[config.mk]
export PLATFORM = sky130hd
export DESIGN_NAME = pim_tile_scheduler
export DESIGN_NICKNAME = d
export VERILOG_FILES = /design/src/rtl/pim_pkg.sv /design/src/rtl/pim_sched_slot.sv /design/src/rtl/pim_tile_scheduler.sv
export SDC_FILE = /design/constraint.sdc
export NUM_CORES = 1
export LEC_CHECK = 0
export ABC_AREA = 0
export BUFFER_PORTS_ARGS = -buffer_cell sky130_fd_sc_hd__buf_4
export CORE_MARGIN = 8
export CORE_UTILIZATION = 50
export DETAILED_ROUTE_END_ITERATION = 7
export PLACE_DENSITY_LB_ADDON = 0.08
export REMOVE_ABC_BUFFERS = 1
export SLEW_MARGIN = 20
export SYNTH_ARGS = -nofsm -noshare
export SYNTH_HDL_FRONTEND = slang
export SYNTH_SLANG_ARGS = --single-unit
export TNS_END_PERCENT = 5
[constraint.sdc]
create_clock -name clk -period 10.3 [get_ports clk]
set_input_delay 1.545 -clock clk [delete_from_list [all_inputs] [get_ports clk]]
set_output_delay 1.545 -clock clk [all_outputs]
set_load 0.02 [all_outputs]
[src/rtl/pim_pkg.sv]
// pim_pkg: shared types and sizing helpers for the PIM tile scheduler.
//   pim_job_t     - job payload held by each slot (ti, tj, tk, first, last)
//   slot_state_e  - per-unit slot FSM states
//   sched_state_e - top-level scheduler FSM states
//   idx_w / sz_w  - width helpers for tile indices and the size port
package pim_pkg;

    // Payload fields are stored at a fixed width wide enough for any
    // practical tile count; the top narrows them to IDX_W at its ports.
    localparam int JOB_W = 8;

    typedef struct packed {
        logic [JOB_W-1:0] ti;
        logic [JOB_W-1:0] tj;
        logic [JOB_W-1:0] tk;
        logic             first;
        logic             last;
    } pim_job_t;

    typedef enum logic [1:0] {FREE, OFFER, WAIT} slot_state_e;
    typedef enum logic [1:0] {IDLE, RUN, DONE} sched_state_e;

    function automatic int idx_w(input int nt);
        return (nt <= 2) ? 1 : $clog2(nt);
    endfunction

    function automatic int sz_w(input int max_size);
        return $clog2(max_size + 1);
    endfunction

endpackage

[src/rtl/pim_sched_slot.sv]
// pim_sched_slot: one job slot bound to a single PIM unit.
// Takes an output tile, offers its k-sequence (tk = 0..T-1) one job at a
// time, waiting for the unit's pim_done between jobs.
// Ports:
//   clk, rst          clock, synchronous active-high reset
//   take_i            parent grants the next tile to this slot
//   ti_i, tj_i        granted tile coordinates
//   tlast_i           T-1 for the current run
//   job_ready_i       unit accepts the offered job
//   pim_done_i        unit finished its accepted job
//   avail_o           slot can take a tile this cycle (free or finishing)
//   job_valid_o       job offer
//   job_o             held job payload
module pim_sched_slot
    import pim_pkg::*;
#(
    parameter int IDX_W = 1
) (
    input  logic             clk,
    input  logic             rst,
    input  logic             take_i,
    input  logic [IDX_W-1:0] ti_i,
    input  logic [IDX_W-1:0] tj_i,
    input  logic [IDX_W-1:0] tlast_i,
    input  logic             job_ready_i,
    input  logic             pim_done_i,
    output logic             avail_o,
    output logic             job_valid_o,
    output pim_job_t         job_o
);

    slot_state_e      state_q;
    pim_job_t         job_q;
    pim_job_t         new_job;
    logic [JOB_W-1:0] tk_nxt;

    assign new_job = '{ti: JOB_W'(ti_i), tj: JOB_W'(tj_i), tk: '0,
                       first: 1'b1, last: (tlast_i == '0)};
    assign tk_nxt  = job_q.tk + JOB_W'(1);

    // A slot whose final k job completes this cycle can be handed a new
    // tile immediately, so the next offer appears without a FREE bubble.
    assign avail_o     = (state_q == FREE) ||
                         ((state_q == WAIT) && pim_done_i && job_q.last);
    assign job_valid_o = (state_q == OFFER);
    assign job_o       = job_q;

    always_ff @(posedge clk) begin
        if (rst) begin
            state_q <= FREE;
            job_q   <= '0;
        end else begin
            case (state_q)
                FREE: begin
                    if (take_i) begin
                        state_q <= OFFER;
                        job_q   <= new_job;
                    end
                end
                OFFER: begin
                    if (job_ready_i) state_q <= WAIT;
                end
                WAIT: begin
                    if (pim_done_i) begin
                        if (!job_q.last) begin
                            state_q     <= OFFER;
                            job_q.tk    <= tk_nxt;
                            job_q.first <= 1'b0;
                            job_q.last  <= (tk_nxt == JOB_W'(tlast_i));
                        end else if (take_i) begin
                            state_q <= OFFER;
                            job_q   <= new_job;
                        end else begin
                            state_q <= FREE;
                        end
                    end
                end
                default: state_q <= FREE;
            endcase
        end
    end

endmodule

[src/rtl/pim_tile_scheduler.sv]
// pim_tile_scheduler: splits C = A*B into TILE x TILE output tiles and binds
// each tile to one free PIM unit, which then receives the whole k-sequence.
// Optional feature macro: PIM_SCHED_PERF_EN (adds perf_cycles / perf_jobs).
// Ports:
//   clk, rst                 clock, synchronous active-high reset
//   start, size              command strobe and matrix dimension
//   busy, done, err          run status; err accompanies done on bad size
//   job_valid / job_ready    per-unit job handshake
//   job_ti/tj/tk             per-unit job payload
//   job_first / job_last     accumulator clear / tile writeback markers
//   pim_done                 per-unit job completion pulse
//   perf_cycles, perf_jobs   busy cycles and handshakes (PIM_SCHED_PERF_EN)
module pim_tile_scheduler
    import pim_pkg::*;
#(
    parameter  int NUM_PIM  = 4,
    parameter  int MAX_SIZE = 16,
    parameter  int TILE     = 8,
    localparam int NT       = MAX_SIZE / TILE,
    localparam int IDX_W    = idx_w(NT),
    localparam int SZ_W     = sz_w(MAX_SIZE)
) (
    input  logic                            clk,
    input  logic                            rst,
    input  logic                            start,
    input  logic [SZ_W-1:0]                 size,
    output logic                            busy,
    output logic                            done,
    output logic                            err,
    output logic [NUM_PIM-1:0]              job_valid,
    input  logic [NUM_PIM-1:0]              job_ready,
    output logic [NUM_PIM-1:0][IDX_W-1:0]   job_ti,
    output logic [NUM_PIM-1:0][IDX_W-1:0]   job_tj,
    output logic [NUM_PIM-1:0][IDX_W-1:0]   job_tk,
    output logic [NUM_PIM-1:0]              job_first,
    output logic [NUM_PIM-1:0]              job_last,
    input  logic [NUM_PIM-1:0]              pim_done
`ifdef PIM_SCHED_PERF_EN
    ,
    output logic [31:0]                     perf_cycles,
    output logic [31:0]                     perf_jobs
`endif
);

    localparam int CNT_W = $clog2(NT * NT + 1);

    sched_state_e             state_q;
    logic                     busy_q, done_q, err_q;
    logic [IDX_W-1:0]         tlast_q, ti_q, tj_q;
    logic [CNT_W-1:0]         rem_q;

    logic                     legal, launch, run_act, fin;
    logic [SZ_W:0]            size_up;
    logic [IDX_W-1:0]         tlast_new, tlast;
    logic [CNT_W-1:0]         tiles_new;
    logic [IDX_W-1:0]         ti_c, tj_c;
    logic [CNT_W-1:0]         rem_c;
    logic [NUM_PIM-1:0]       take, avail;
    logic [NUM_PIM-1:0][IDX_W-1:0] tile_ti, tile_tj;
    pim_job_t [NUM_PIM-1:0]   job_w;

    assign legal     = (size != '0) && (int'(size) <= MAX_SIZE);
    assign size_up   = {1'b0, size} + (SZ_W+1)'(TILE - 1);
    assign tlast_new = IDX_W'(int'(size_up) / TILE - 1);
    assign tiles_new = CNT_W'((int'(tlast_new) + 1) * (int'(tlast_new) + 1));

    // Tile grant: walk units lowest index first, handing each available one
    // the next raster tile. On the accepting cycle the run parameters come
    // straight from the command so the first offers appear one cycle later.
    always_comb begin
        launch  = (state_q == IDLE) && start && legal;
        run_act = (state_q == RUN) || launch;
        tlast   = launch ? tlast_new : tlast_q;
        rem_c   = launch ? tiles_new : rem_q;
        ti_c    = launch ? '0 : ti_q;
        tj_c    = launch ? '0 : tj_q;
        take    = '0;
        tile_ti = '0;
        tile_tj = '0;
        for (int i = 0; i < NUM_PIM; i++) begin
            tile_ti[i] = ti_c;
            tile_tj[i] = tj_c;
            if (run_act && avail[i] && (rem_c != '0)) begin
                take[i] = 1'b1;
                rem_c   = rem_c - CNT_W'(1);
                if (tj_c == tlast) begin
                    tj_c = '0;
                    ti_c = ti_c + IDX_W'(1);
                end else begin
                    tj_c = tj_c + IDX_W'(1);
                end
            end
        end
    end

    // Nothing left to grant and every slot is (or becomes) free.
    assign fin = (state_q == RUN) && (rem_q == '0) && (&avail);

    always_ff @(posedge clk) begin
        if (rst) begin
            state_q <= IDLE;
            busy_q  <= 1'b0;
            done_q  <= 1'b0;
            err_q   <= 1'b0;
            tlast_q <= '0;
            rem_q   <= '0;
            ti_q    <= '0;
            tj_q    <= '0;
        end else begin
            if (run_act) begin
                rem_q <= rem_c;
                ti_q  <= ti_c;
                tj_q  <= tj_c;
            end
            case (state_q)
                IDLE: begin
                    if (start) begin
                        if (legal) begin
                            state_q <= RUN;
                            busy_q  <= 1'b1;
                            tlast_q <= tlast_new;
                        end else begin
                            state_q <= DONE;
                            done_q  <= 1'b1;
                            err_q   <= 1'b1;
                        end
                    end
                end
                RUN: begin
                    if (fin) begin
                        state_q <= DONE;
                        busy_q  <= 1'b0;
                        done_q  <= 1'b1;
                    end
                end
                DONE: begin
                    state_q <= IDLE;
                    done_q  <= 1'b0;
                    err_q   <= 1'b0;
                end
                default: state_q <= IDLE;
            endcase
        end
    end

    assign busy = busy_q;
    assign done = done_q;
    assign err  = err_q;

    for (genvar g = 0; g < NUM_PIM; g++) begin : g_slot
        pim_sched_slot #(.IDX_W(IDX_W)) u_slot (
            .clk         (clk),
            .rst         (rst),
            .take_i      (take[g]),
            .ti_i        (tile_ti[g]),
            .tj_i        (tile_tj[g]),
            .tlast_i     (tlast),
            .job_ready_i (job_ready[g]),
            .pim_done_i  (pim_done[g]),
            .avail_o     (avail[g]),
            .job_valid_o (job_valid[g]),
            .job_o       (job_w[g])
        );
        assign job_ti[g]    = IDX_W'(job_w[g].ti);
        assign job_tj[g]    = IDX_W'(job_w[g].tj);
        assign job_tk[g]    = IDX_W'(job_w[g].tk);
        assign job_first[g] = job_w[g].first;
        assign job_last[g]  = job_w[g].last;
    end

`ifdef PIM_SCHED_PERF_EN
    logic [31:0] perf_cycles_q, perf_jobs_q, hs_cnt;
    logic [32:0] jobs_sum;

    always_comb begin
        hs_cnt = '0;
        for (int i = 0; i < NUM_PIM; i++)
            hs_cnt = hs_cnt + 32'(job_valid[i] & job_ready[i]);
        jobs_sum = {1'b0, perf_jobs_q} + {1'b0, hs_cnt};
    end

    always_ff @(posedge clk) begin
        if (rst || launch) begin
            perf_cycles_q <= '0;
            perf_jobs_q   <= '0;
        end else begin
            if (busy_q && (perf_cycles_q != '1))
                perf_cycles_q <= perf_cycles_q + 32'd1;
            perf_jobs_q <= jobs_sum[32] ? '1 : jobs_sum[31:0];
        end
    end

    assign perf_cycles = perf_cycles_q;
    assign perf_jobs   = perf_jobs_q;
`endif

endmodule

==> results.toml, run 1 <==
[status]
run_status = "completed"

[worst_setup_path]
r2r.worst_path.cells = 22
worstReg2RegEnd = "g_slot[3].u_slot.job_o[3]$_SDFFE_PP0P_"
critical_path.endpoint_type = "register"
timing.critical_path.to = "g_slot[3].u_slot.job_o[3]$_SDFFE_PP0P_"
crit_type = "in2reg"
setup.reg_to_reg.worst_slack_ps = 3760
r2r-start = "state_q[1]$_SDFFE_PP0P_"
crit_fanout = 11
worstSetupStartpoint = "size[1]"
critical_path.startpoint_type = "input port"
worst-endpoint-arrival_ps = 7770
required_ps = 10510

[clock_network]
cts_tree = "yes"
setup_fix_bufs_post_cts = 0
cts_made_buffers = 9
clkSlewWorstSetupHoldPaths_ps = 70
cts.repair.resized = 0
postCtsHoldBufs = 0
clockBufferDepth = 2
cts-htree-levels = 3
clockRootBuffer = "sky130_fd_sc_hd__clkbuf_8"
worstSkewPairLatency_ps = 350
clkSinkCount = 67

[detailed_routing]
wl_met1_microns = 5020
dr.first_iter.drc_count = 208
drt.antenna.violating_nets = 0
dr_top_layer = "met4"
drc = 0
routed_wire_length_per_instance_microns = 14.6
dr_wl_met2_microns = 4190
via_count = 3855
route.detailed.vias_per_inst = 5.75
detailedRoute.firstPassIterationCount = 4
detailroute.wirelength.met3_microns = 415
postRouteWirelength_microns = 9790

[logic_synthesis]
synth-seq-cells = 67
synth_largest_area_cell = "sky130_fd_sc_hd__dfxtp_1"
synthesis.instances = 556
ys_async_sr_fraction = 0
average_footprint_of_a_synthesized_cell_sq_um = 7.55
synth.yosys.seq_area_share = 0.319
synth_top_area_frac = 0.319
synth.area.top_cells = "sky130_fd_sc_hd__dfxtp_1, sky130_fd_sc_hd__nor2_1, sky130_fd_sc_hd__a21oi_1"
post-synth-top-count-cell = "sky130_fd_sc_hd__nor2_1"
synth_flop_cell = "sky130_fd_sc_hd__dfxtp_1"
ys_top_cells_by_count = "sky130_fd_sc_hd__nor2_1, sky130_fd_sc_hd__dfxtp_1, sky130_fd_sc_hd__a21oi_1, sky130_fd_sc_hd__nand2_1, sky130_fd_sc_hd__o21ai_0"
synth_edf_count = 0
post_synth_num_cell_types = 56
ys.warnings.count = 0
synth.cell_area_sq_mm = 0.00420

[global_routing]
grt-ovfl-total = 0
first_global_vias = 3617
antenna_found_initial = 0
grt_first_pass_wirelength_microns = 16600
largest_net_degree_at_the_start_of_global_routing = 67
grt.total_usage = 0.173

[finish]
multiInputGateArea_sq_mm = 0.00252
final_core_util = 0.562
layout-area-overhead-vs-synth_pct = 9.39
seq_area_sq_mm = 0.00134
n_antenna_cell = 0
drive_above_1_share = 0.131
final_cell_count_no_fill = 670
fill_cells = 812
design.final.nets = 592

[floorplanning]
area_of_the_die_sq_mm = 0.0116
die_h_microns = 108
floorplan.initialDensity = 0.514
placementRows = 33
die_w_microns = 108
fp.coreArea_sq_mm = 0.00818
io_pins = 43

[timing]
rsz0062_at_grt = "false"
worst_slew_pin_slew_ps = 836
final_period_minus_worst_setup_slack_ps = 7560
finalSetupViolations = 0
max_freq_ghz = 0.132
holdWs_ps = 494
maxSlewHeadroom = 0.427
setup-tns-final_ps = 0
report.final.hold_viol_count = 0
timing.clock.skew_ps = 10.0
period_share = 0.734
slew_violations = 0

[power_and_ir_drop]
design_power_total_uw = 1070
power_leakage_uw = 0.00188
power_per_cell_area_mw_per_mm2 = 233
vdd_ir_drop_max_uv = 109

[placement]
post-dp-hpwl_microns = 6990
io_buffers = 42
final_gp_congestion = 0.885
placedCellCount = 654

[job]
max_cap_violations = 0

[hold_path]
worst_hold_path_type = "reg2reg"
-- layer usage --
layer | up-vias | GRT usage
li1 | 1980 | -
met1 | 1774 | 0.228
met2 | 85 | 0.268
met3 | 16 | 0.0365
met4 | 0 | 0.0704
met5 | - | 0
-- registers in the layout, indices dropped and copies added (netlist names), 2 cells and up --
signal	flops
g_slot.u_slot.state_q	8
g_slot.u_slot.job_o	48
state_q	2
rem_q	3
-- kinds of logic (layout without fill, tap and decap cells) --
| kind of cell | Yosys count | count (layout) | share of synthesized area |
|---|---|---|---|
| multiplexers | 9 | 9 | 0.0232 |
| adder cells (fa/ha/maj) | 16 | 16 | 0.0477 |
| flip-flops | 67 | 67 | 0.319 |
| AND/OR/NAND/NOR | 234 | 234 | 0.281 |
| XOR/XNOR | 9 | 9 | 0.0256 |
| AO/OA/AOI/OAI | 155 | 155 | 0.222 |
| buffers and inverters | 66 | 75 | 0.0810 |
-- layout by cell type (no fill, tap or decap), types with 5 or more instances in the layout --
master / n
sky130_fd_sc_hd__and3_1: 9
sky130_fd_sc_hd__nor2_1: 87
sky130_fd_sc_hd__o21ai_0: 35
sky130_fd_sc_hd__a21oi_1: 59
sky130_fd_sc_hd__a211oi_1: 8
sky130_fd_sc_hd__nor4_1: 11
sky130_fd_sc_hd__nand4b_1: 7
sky130_fd_sc_hd__dfxtp_1: 67
sky130_fd_sc_hd__or3_1: 10
sky130_fd_sc_hd__mux2i_1: 6
sky130_fd_sc_hd__a211o_1: 8
sky130_fd_sc_hd__o21a_1: 8
sky130_fd_sc_hd__buf_4: 45
sky130_fd_sc_hd__clkbuf_8: 12
sky130_fd_sc_hd__nor3_1: 10
sky130_fd_sc_hd__nand3_1: 8
sky130_fd_sc_hd__nand4_1: 10
sky130_fd_sc_hd__nor2b_1: 8
sky130_fd_sc_hd__nand2_1: 41
sky130_fd_sc_hd__inv_1: 14
sky130_fd_sc_hd__nand2b_1: 9
sky130_fd_sc_hd__ha_1: 16
sky130_fd_sc_hd__and2_1: 5
sky130_fd_sc_hd__a31oi_1: 17
-- critical path, cell delays in order --
cell and delay, ps:
sky130_fd_sc_hd__buf_4 120, sky130_fd_sc_hd__nor4_4 400, sky130_fd_sc_hd__xor2_1 520, sky130_fd_sc_hd__o21ai_0 240
sky130_fd_sc_hd__ha_1 230, sky130_fd_sc_hd__ha_1 240, sky130_fd_sc_hd__a211o_1 380, sky130_fd_sc_hd__xnor2_1 240
sky130_fd_sc_hd__ha_1 240, sky130_fd_sc_hd__ha_1 230, sky130_fd_sc_hd__a211oi_2 490, sky130_fd_sc_hd__o31ai_1 200
sky130_fd_sc_hd__ha_1 220, sky130_fd_sc_hd__ha_1 220, sky130_fd_sc_hd__a21oi_1 240, sky130_fd_sc_hd__nand2_1 200
sky130_fd_sc_hd__xnor3_1 460, sky130_fd_sc_hd__ha_1 160, sky130_fd_sc_hd__ha_1 200, sky130_fd_sc_hd__a21oi_1 70
sky130_fd_sc_hd__o21ai_1 600, sky130_fd_sc_hd__nor2_1 100, sky130_fd_sc_hd__a21oi_1 130, sky130_fd_sc_hd__nor2_1 50
-- through the flow --
step / cell area (sq um) / setup slack (ps)
after global routing: 4590 / 2120
after global placement: 4380 / 2310
after floorplan: 3910 / 2780
after CTS: 4590 / 2430
final: 4590 / 2740
after detailed placement: 4380 / 2070
-- worst min-delay path by stage --
stage | startpoint | endpoint | depth (start not counted) | slack (ps)
after floorplan | tj_q$_SDFFE_PP0P_ | tj_q$_SDFFE_PP0P_ | 2 | 430
after global placement | g_slot[0].u_slot.job_o[1]$_SDFFE_PP0P_ | g_slot[0].u_slot.job_o[1]$_SDFFE_PP0P_ | 2 | 470
after detailed placement | tj_q$_SDFFE_PP0P_ | tj_q$_SDFFE_PP0P_ | 2 | 470
after CTS | tj_q$_SDFFE_PP0P_ | tj_q$_SDFFE_PP0P_ | 2 | 490
after global routing | g_slot[3].u_slot.job_o[18]$_SDFFE_PP0P_ | g_slot[3].u_slot.job_o[18]$_SDFFE_PP0P_ | 2 | 530
final | g_slot[0].u_slot.job_o[1]$_SDFFE_PP0P_ | g_slot[0].u_slot.job_o[1]$_SDFFE_PP0P_ | 2 | 490
-- area by class of cell --
type,count,share of cell area
clock buffers,12,0.0360
clock inverters,4,0.0104
inverters,14,0.0114
multi-input cells,423,0.548
flip-flops and latches,67,0.292
well taps,105,0.0286
repair buffers,45,0.0735
-- report_power, final --
group	internal, uW	switching (uW)
Clock	131	101
Sequential	298	41.3
Combinational	210	289
Total	639	432
Power figures use the tool's default switching activity.
==> run 2: changes to the inputs <==
--- a/config.mk
+++ b/config.mk
@@ -5,7 +5,7 @@
 export SDC_FILE = /design/constraint.sdc
 export NUM_CORES = 1
 export LEC_CHECK = 0
-export ABC_AREA = 0
+export ABC_AREA = 1
 export BUFFER_PORTS_ARGS = -buffer_cell sky130_fd_sc_hd__buf_4
 export CORE_MARGIN = 8
 export CORE_UTILIZATION = 50
==> constraint.sdc (replaced) <==
create_clock -name clk -period 7.12 [get_ports clk]
set_input_delay 1.068 -clock clk [delete_from_list [all_inputs] [get_ports clk]]
set_output_delay 1.068 -clock clk [all_outputs]
set_load 0.02 [all_outputs]
==> results.toml, run 2 <==
[worst_setup_path]
critical_path.endpoint_type = "register"
worstSetupStartpoint = "size[1]"
required_ps = 7350
critical_path.startpoint_type = "input port"
worst-endpoint-arrival_ps = 6280
crit_fanout = 15
cp_slowest_cell = "sky130_fd_sc_hd__or2_1"
critical-path-top-cell-by-count = "sky130_fd_sc_hd__ha_1"
timing.critical_path.slowest_cell_delay_ps = 280
crit_type = "in2reg"
r2r-start = "state_q[1]$_SDFFE_PP0P_"

[finish]
design.final.nets = 636
flip_flop_count_of_the_largest_register_after_layout = 48
layout_commonest_cell = "sky130_fd_sc_hd__nand2_1"
most-common-layout-cells = "sky130_fd_sc_hd__nand2_1, sky130_fd_sc_hd__inv_1, sky130_fd_sc_hd__dfxtp_1, sky130_fd_sc_hd__nor2_1, sky130_fd_sc_hd__a21oi_1"
fill_cells = 804
drive_above_1_share = 0.167
n_antenna_cell = 0
layout-area-overhead-vs-synth_pct = 9.36

[logic_synthesis]
ys.warnings.count = 0
average_footprint_of_a_synthesized_cell_sq_um = 7.19
post_synth_num_cell_types = 45
synth-seq-cells = 67
post-synth-top-count-cell = "sky130_fd_sc_hd__nand2_1"
synth_largest_area_cell = "sky130_fd_sc_hd__dfxtp_1"
synth.yosys.seq_area_share = 0.318
synth_edf_count = 0
synth.area.top_cells = "sky130_fd_sc_hd__dfxtp_1, sky130_fd_sc_hd__nand2_1, sky130_fd_sc_hd__inv_1"
synth.cell_area_sq_mm = 0.00421
ys_async_sr_fraction = 0
synthesis.instances = 586
synth_top_area_frac = 0.318
synth_flop_cell = "sky130_fd_sc_hd__dfxtp_1"
ys_top_cells_by_count = "sky130_fd_sc_hd__nand2_1, sky130_fd_sc_hd__inv_1, sky130_fd_sc_hd__dfxtp_1, sky130_fd_sc_hd__nor2_1, sky130_fd_sc_hd__a21oi_1"

[hold_path]
hold_start = "done$_SDFFE_PP0P_"
worst_hold_path_type = "reg2reg"

[power_and_ir_drop]
power_switching_share = 0.463
power.combinational.fraction = 0.537
power_per_cell_area_mw_per_mm2 = 428
power.internal_uw = 1060
vdd_ir_drop_max_uv = 207
pwr-share-clk = 0.158
p_seq_frac = 0.305
power_leakage_uw = 0.00217
design_power_total_uw = 1970
p_sw_uw = 915

[timing]
timing.clock.skew_ps = 6.52
final_period_minus_worst_setup_slack_ps = 6050
period_share = 0.849
finalSetupViolations = 0
worst_slew_pin_slew_ps = 792
rsz0062_at_grt = "false"
max_freq_ghz = 0.165
setup-tns-final_ps = 0
slew_violations = 0
report.final.hold_viol_count = 0
maxSlewHeadroom = 0.469

[clock_network]
cts-htree-levels = 3
cts_made_buffers = 9
cts_tree = "yes"
clkSinkCount = 67
clockRootBuffer = "sky130_fd_sc_hd__clkbuf_8"
cts.repair.resized = 0
clkSlewWorstSetupHoldPaths_ps = 70
postCtsHoldBufs = 0
worstSkewPairLatency_ps = 340
setup_fix_bufs_post_cts = 0
clockBufferDepth = 2

[floorplanning]
placementRows = 33
io_pins = 43
die_h_microns = 108
floorplan.initialDensity = 0.515
die_w_microns = 108
fp.coreArea_sq_mm = 0.00818
area_of_the_die_sq_mm = 0.0116

[detailed_routing]
route.detailed.vias_per_inst = 5.19
postRouteWirelength_microns = 8940
detailedRoute.firstPassIterationCount = 4
drt.antenna.violating_nets = 0
via_count = 3706
drc = 0
routed_wire_length_per_instance_microns = 12.5
dr.first_iter.drc_count = 179

[global_routing]
grt-ovfl-total = 0
grt_first_pass_wirelength_microns = 15400
first_global_vias = 3555
grt.total_usage = 0.160
largest_net_degree_at_the_start_of_global_routing = 41
antenna_found_initial = 0

[job]
max_cap_violations = 0

[placement]
io_buffers = 42
post-dp-hpwl_microns = 6670
final_gp_congestion = 0.845

[status]
run_status = "completed"
[run 2: changes by cell type in the layout (fill, tap and decap cells not counted), sizes merged, moves of 9 or more]
cell,before,now
a21oi,59,50
a31oi,17,3
inv,14,78
nand2,41,121
nand2b,9,0
nand3,8,50
nor2,87,58
nor4,12,1
o211a,0,9
or3,10,0
xor2,3,17
[run 2: final cells by class]
class,count,area [sq um],area share
Inverter,79,299,0.0649
Clock buffer,11,141,0.0307
Clock inverter,5,52.6,0.0114
Sequential cell,67,1340,0.291
Tap cell,105,131,0.0285
Multi-Input combinational cell,405,2330,0.505
Timing Repair Buffer,42,315,0.0684
[run 2: critical path, delay by kind of cell]
family / cells / cell delay [ps]
and+or+nand+nor: 18 / 2560
AOI/OAI and AO/OA: 2 / 240
buffers and inverters: 7 / 710
adders and majority gates: 8 / 1710
[run 2: per-layer routing]
metal,part of all wire,track usage,up-vias
li1,-,-,1934
met5,0,0,-
met1,0.47,0.196,1710
met4,0.013,0.0575,0
met3,0.036,0.0281,8
met2,0.49,0.275,54
[run 2: metrics by stage]
stage          instances  hold slack (ps)  cell area (sq um)  setup WS (ps)  utilization
6_report             714              452               4610           1070        0.564
3_3_place_gp         698              439               4410            976        0.540
3_5_place_dp         698              448               4410            758        0.540
2_1_floorplan        551              448               3970           1480            -
5_1_grt              714              497               4610            574        0.564
4_1_cts              714              459               4610           1080        0.564
[run 2: final timing paths]
check | endpoint | slack [ps] | cells past startpoint
min reg2reg | done$_SDFFE_PP0P_ | 450 | 2
max reg2reg | g_slot[3].u_slot.job_o[9]$_SDFFE_PP0P_ | 1570 | 34
min | done$_SDFFE_PP0P_ | 450 | 2
max | g_slot[3].u_slot.job_o[9]$_SDFFE_PP0P_ | 1070 | 35
[run 2: cell families (layout without fill, tap and decap cells)]
kind of cell             count (synthesis)  in the layout  synth area share
AO/OA/AOI/OAI                          108            108             0.154
XOR/XNOR                                22             22            0.0457
adder cells (fa/ha/maj)                 16             16            0.0475
buffers and inverters                  114            137             0.129
flip-flops                              67             67             0.318
AND/OR/NAND/NOR                        259            259             0.304
[run 2: power by group through the flow]
stage,Combinational (uW),Clock [uW],Sequential (uW)
global route,1210,337,618
detailed placement,1060,0,608
global placement,1040,0,609
CTS,1070,324,601
finish,1060,312,602
floorplan,753,0,638
==> run 3: changes to the inputs <==
==> constraint.sdc (replaced) <==
create_clock -name clk -period 6.3 [get_ports clk]
set_input_delay 0.945 -clock clk [delete_from_list [all_inputs] [get_ports clk]]
set_output_delay 0.945 -clock clk [all_outputs]
set_load 0.02 [all_outputs]
==> results.toml, run 3 (same netlist as run 2, synthesis figures left out) <==
[worst_setup_path]
crit_fanout = 15
crit_type = "in2reg"
r2r.worst_path.cells = 34
critical_path.endpoint_type = "register"
cp_slowest_cell = "sky130_fd_sc_hd__or2_1"
critical_path.startpoint_type = "input port"
timing.critical_path.slowest_cell_delay_ps = 280
required_ps = 6520
worst-endpoint-arrival_ps = 5870
critical-path-top-cell-by-count = "sky130_fd_sc_hd__ha_1"

[global_routing]
largest_net_degree_at_the_start_of_global_routing = 41
grt_first_pass_wirelength_microns = 15800
first_global_vias = 3646
grt-ovfl-total = 0
antenna_found_initial = 0
grt.total_usage = 0.163

[finish]
drive_above_1_share = 0.167
design.final.nets = 637
n_antenna_cell = 0
fill_cells = 796
flip_flop_count_of_the_largest_register_after_layout = 48
layout-area-overhead-vs-synth_pct = 9.18
layout_commonest_cell = "sky130_fd_sc_hd__nand2_1"
most-common-layout-cells = "sky130_fd_sc_hd__nand2_1, sky130_fd_sc_hd__inv_1, sky130_fd_sc_hd__dfxtp_1, sky130_fd_sc_hd__nor2_1, sky130_fd_sc_hd__a21oi_1"

[clock_network]
cts.repair.resized = 0
cts_made_buffers = 9
postCtsHoldBufs = 0
clockBufferDepth = 2
clockRootBuffer = "sky130_fd_sc_hd__clkbuf_8"
clkSlewWorstSetupHoldPaths_ps = 70
clkSinkCount = 67
setup_fix_bufs_post_cts = 0
cts_tree = "yes"
worstSkewPairLatency_ps = 330
cts-htree-levels = 3

[hold_path]
worst_hold_path_type = "reg2reg"
cell_depth_of_the_worst_min_delay_path = 2

[power_and_ir_drop]
power.internal_uw = 1180
pwr-share-clk = 0.148
power_switching_share = 0.465
design_power_total_uw = 2200
power_per_cell_area_mw_per_mm2 = 479
p_sw_uw = 1020
power.combinational.fraction = 0.544
vdd_ir_drop_max_uv = 199
power_leakage_uw = 0.00217
p_seq_frac = 0.309

[placement]
io_buffers = 42
final_gp_congestion = 0.857
post-place-ws_ps = 333
post-dp-hpwl_microns = 6680

[floorplanning]
area_of_the_die_sq_mm = 0.0116
io_pins = 43
floorplan.initialDensity = 0.515
die_h_microns = 108
fp.coreArea_sq_mm = 0.00818
placementRows = 33
die_w_microns = 108

[timing]
setup-tns-final_ps = 0
rsz0062_at_grt = "false"
period_share = 0.896
max_freq_ghz = 0.177
report.final.hold_viol_count = 0
maxSlewHeadroom = 0.436
final_period_minus_worst_setup_slack_ps = 5640
worst_slew_pin_slew_ps = 841
setup_slack_ps = 658
slew_violations = 0
timing.clock.skew_ps = 7.75
finalSetupViolations = 0

[status]
run_status = "completed"

[job]
max_cap_violations = 0

[detailed_routing]
drt.antenna.violating_nets = 0
routed_wire_length_per_instance_microns = 12.5
drc = 0
dr.first_iter.drc_count = 98
postRouteWirelength_microns = 8960
via_count = 3672
route.detailed.vias_per_inst = 5.14
detailedRoute.firstPassIterationCount = 4
[run 3: changes by cell type in the layout (fill, tap and decap cells not counted), sizes merged]
| cell | change |
|---|---|
| clkbuf | +2 |
| buf | +1 |
| bufinv | -1 |
| clkinv | -1 |
| clkinvlp | -1 |
[run 3: worst max-delay path, delay by kind of cell]
kind / cells / cell delay [ps]
simple gates: 18 / 2300
fa+ha+maj: 8 / 1710
buf+inv: 7 / 720
compound gates: 2 / 230
[run 3: final timing paths]
kind | end | slack [ps] | from
worst max register to register | g_slot[3].u_slot.job_o[5]$_SDFFE_PP0P_ | 1040 | state_q[1]$_SDFFE_PP0P_
worst min register to register | done$_SDFFE_PP0P_ | 450 | done$_SDFFE_PP0P_
worst min-delay path | done$_SDFFE_PP0P_ | 450 | done$_SDFFE_PP0P_
worst max-delay path | g_slot[3].u_slot.job_o[5]$_SDFFE_PP0P_ | 660 | size[1]
[run 3: stage by stage]
stage          cells  utilization  hold WS (ps)  instance area (sq um)
2_1_floorplan    551            -           448                   3970
3_3_place_gp     699        0.541           439                   4420
3_5_place_dp     699        0.541           447                   4420
4_1_cts          714        0.563           458                   4600
5_1_grt          714        0.563           494                   4600
6_report         714        0.563           453                   4600
[run 3: routing by layer]
layer	vias up	track usage	part of all wire
met5	-	0	0
met4	0	0.0634	0.0095
met3	8	0.0347	0.043
met2	54	0.283	0.48
met1	1675	0.192	0.47
li1	1935	-	-
[run 3: power by group through the flow]
stage          clock, uW  sequential (uW)  combinational [uW]
2_1_floorplan          0              721                 851
3_3_place_gp           0              686                1180
3_5_place_dp           0              689                1200
4_1_cts              340              680                1210
5_1_grt              358              701                1370
6_report             325              680                1200
[run 3: final cells by class]
type,instances,area [sq um],share of cell area
inverters,79,299,0.0650
clock inverters,2,10.0,0.00218
repair buffers,43,323,0.0702
flip-flops and latches,67,1340,0.292
clock buffers,13,169,0.0367
multi-input cells,405,2330,0.506
well taps,105,131,0.0286
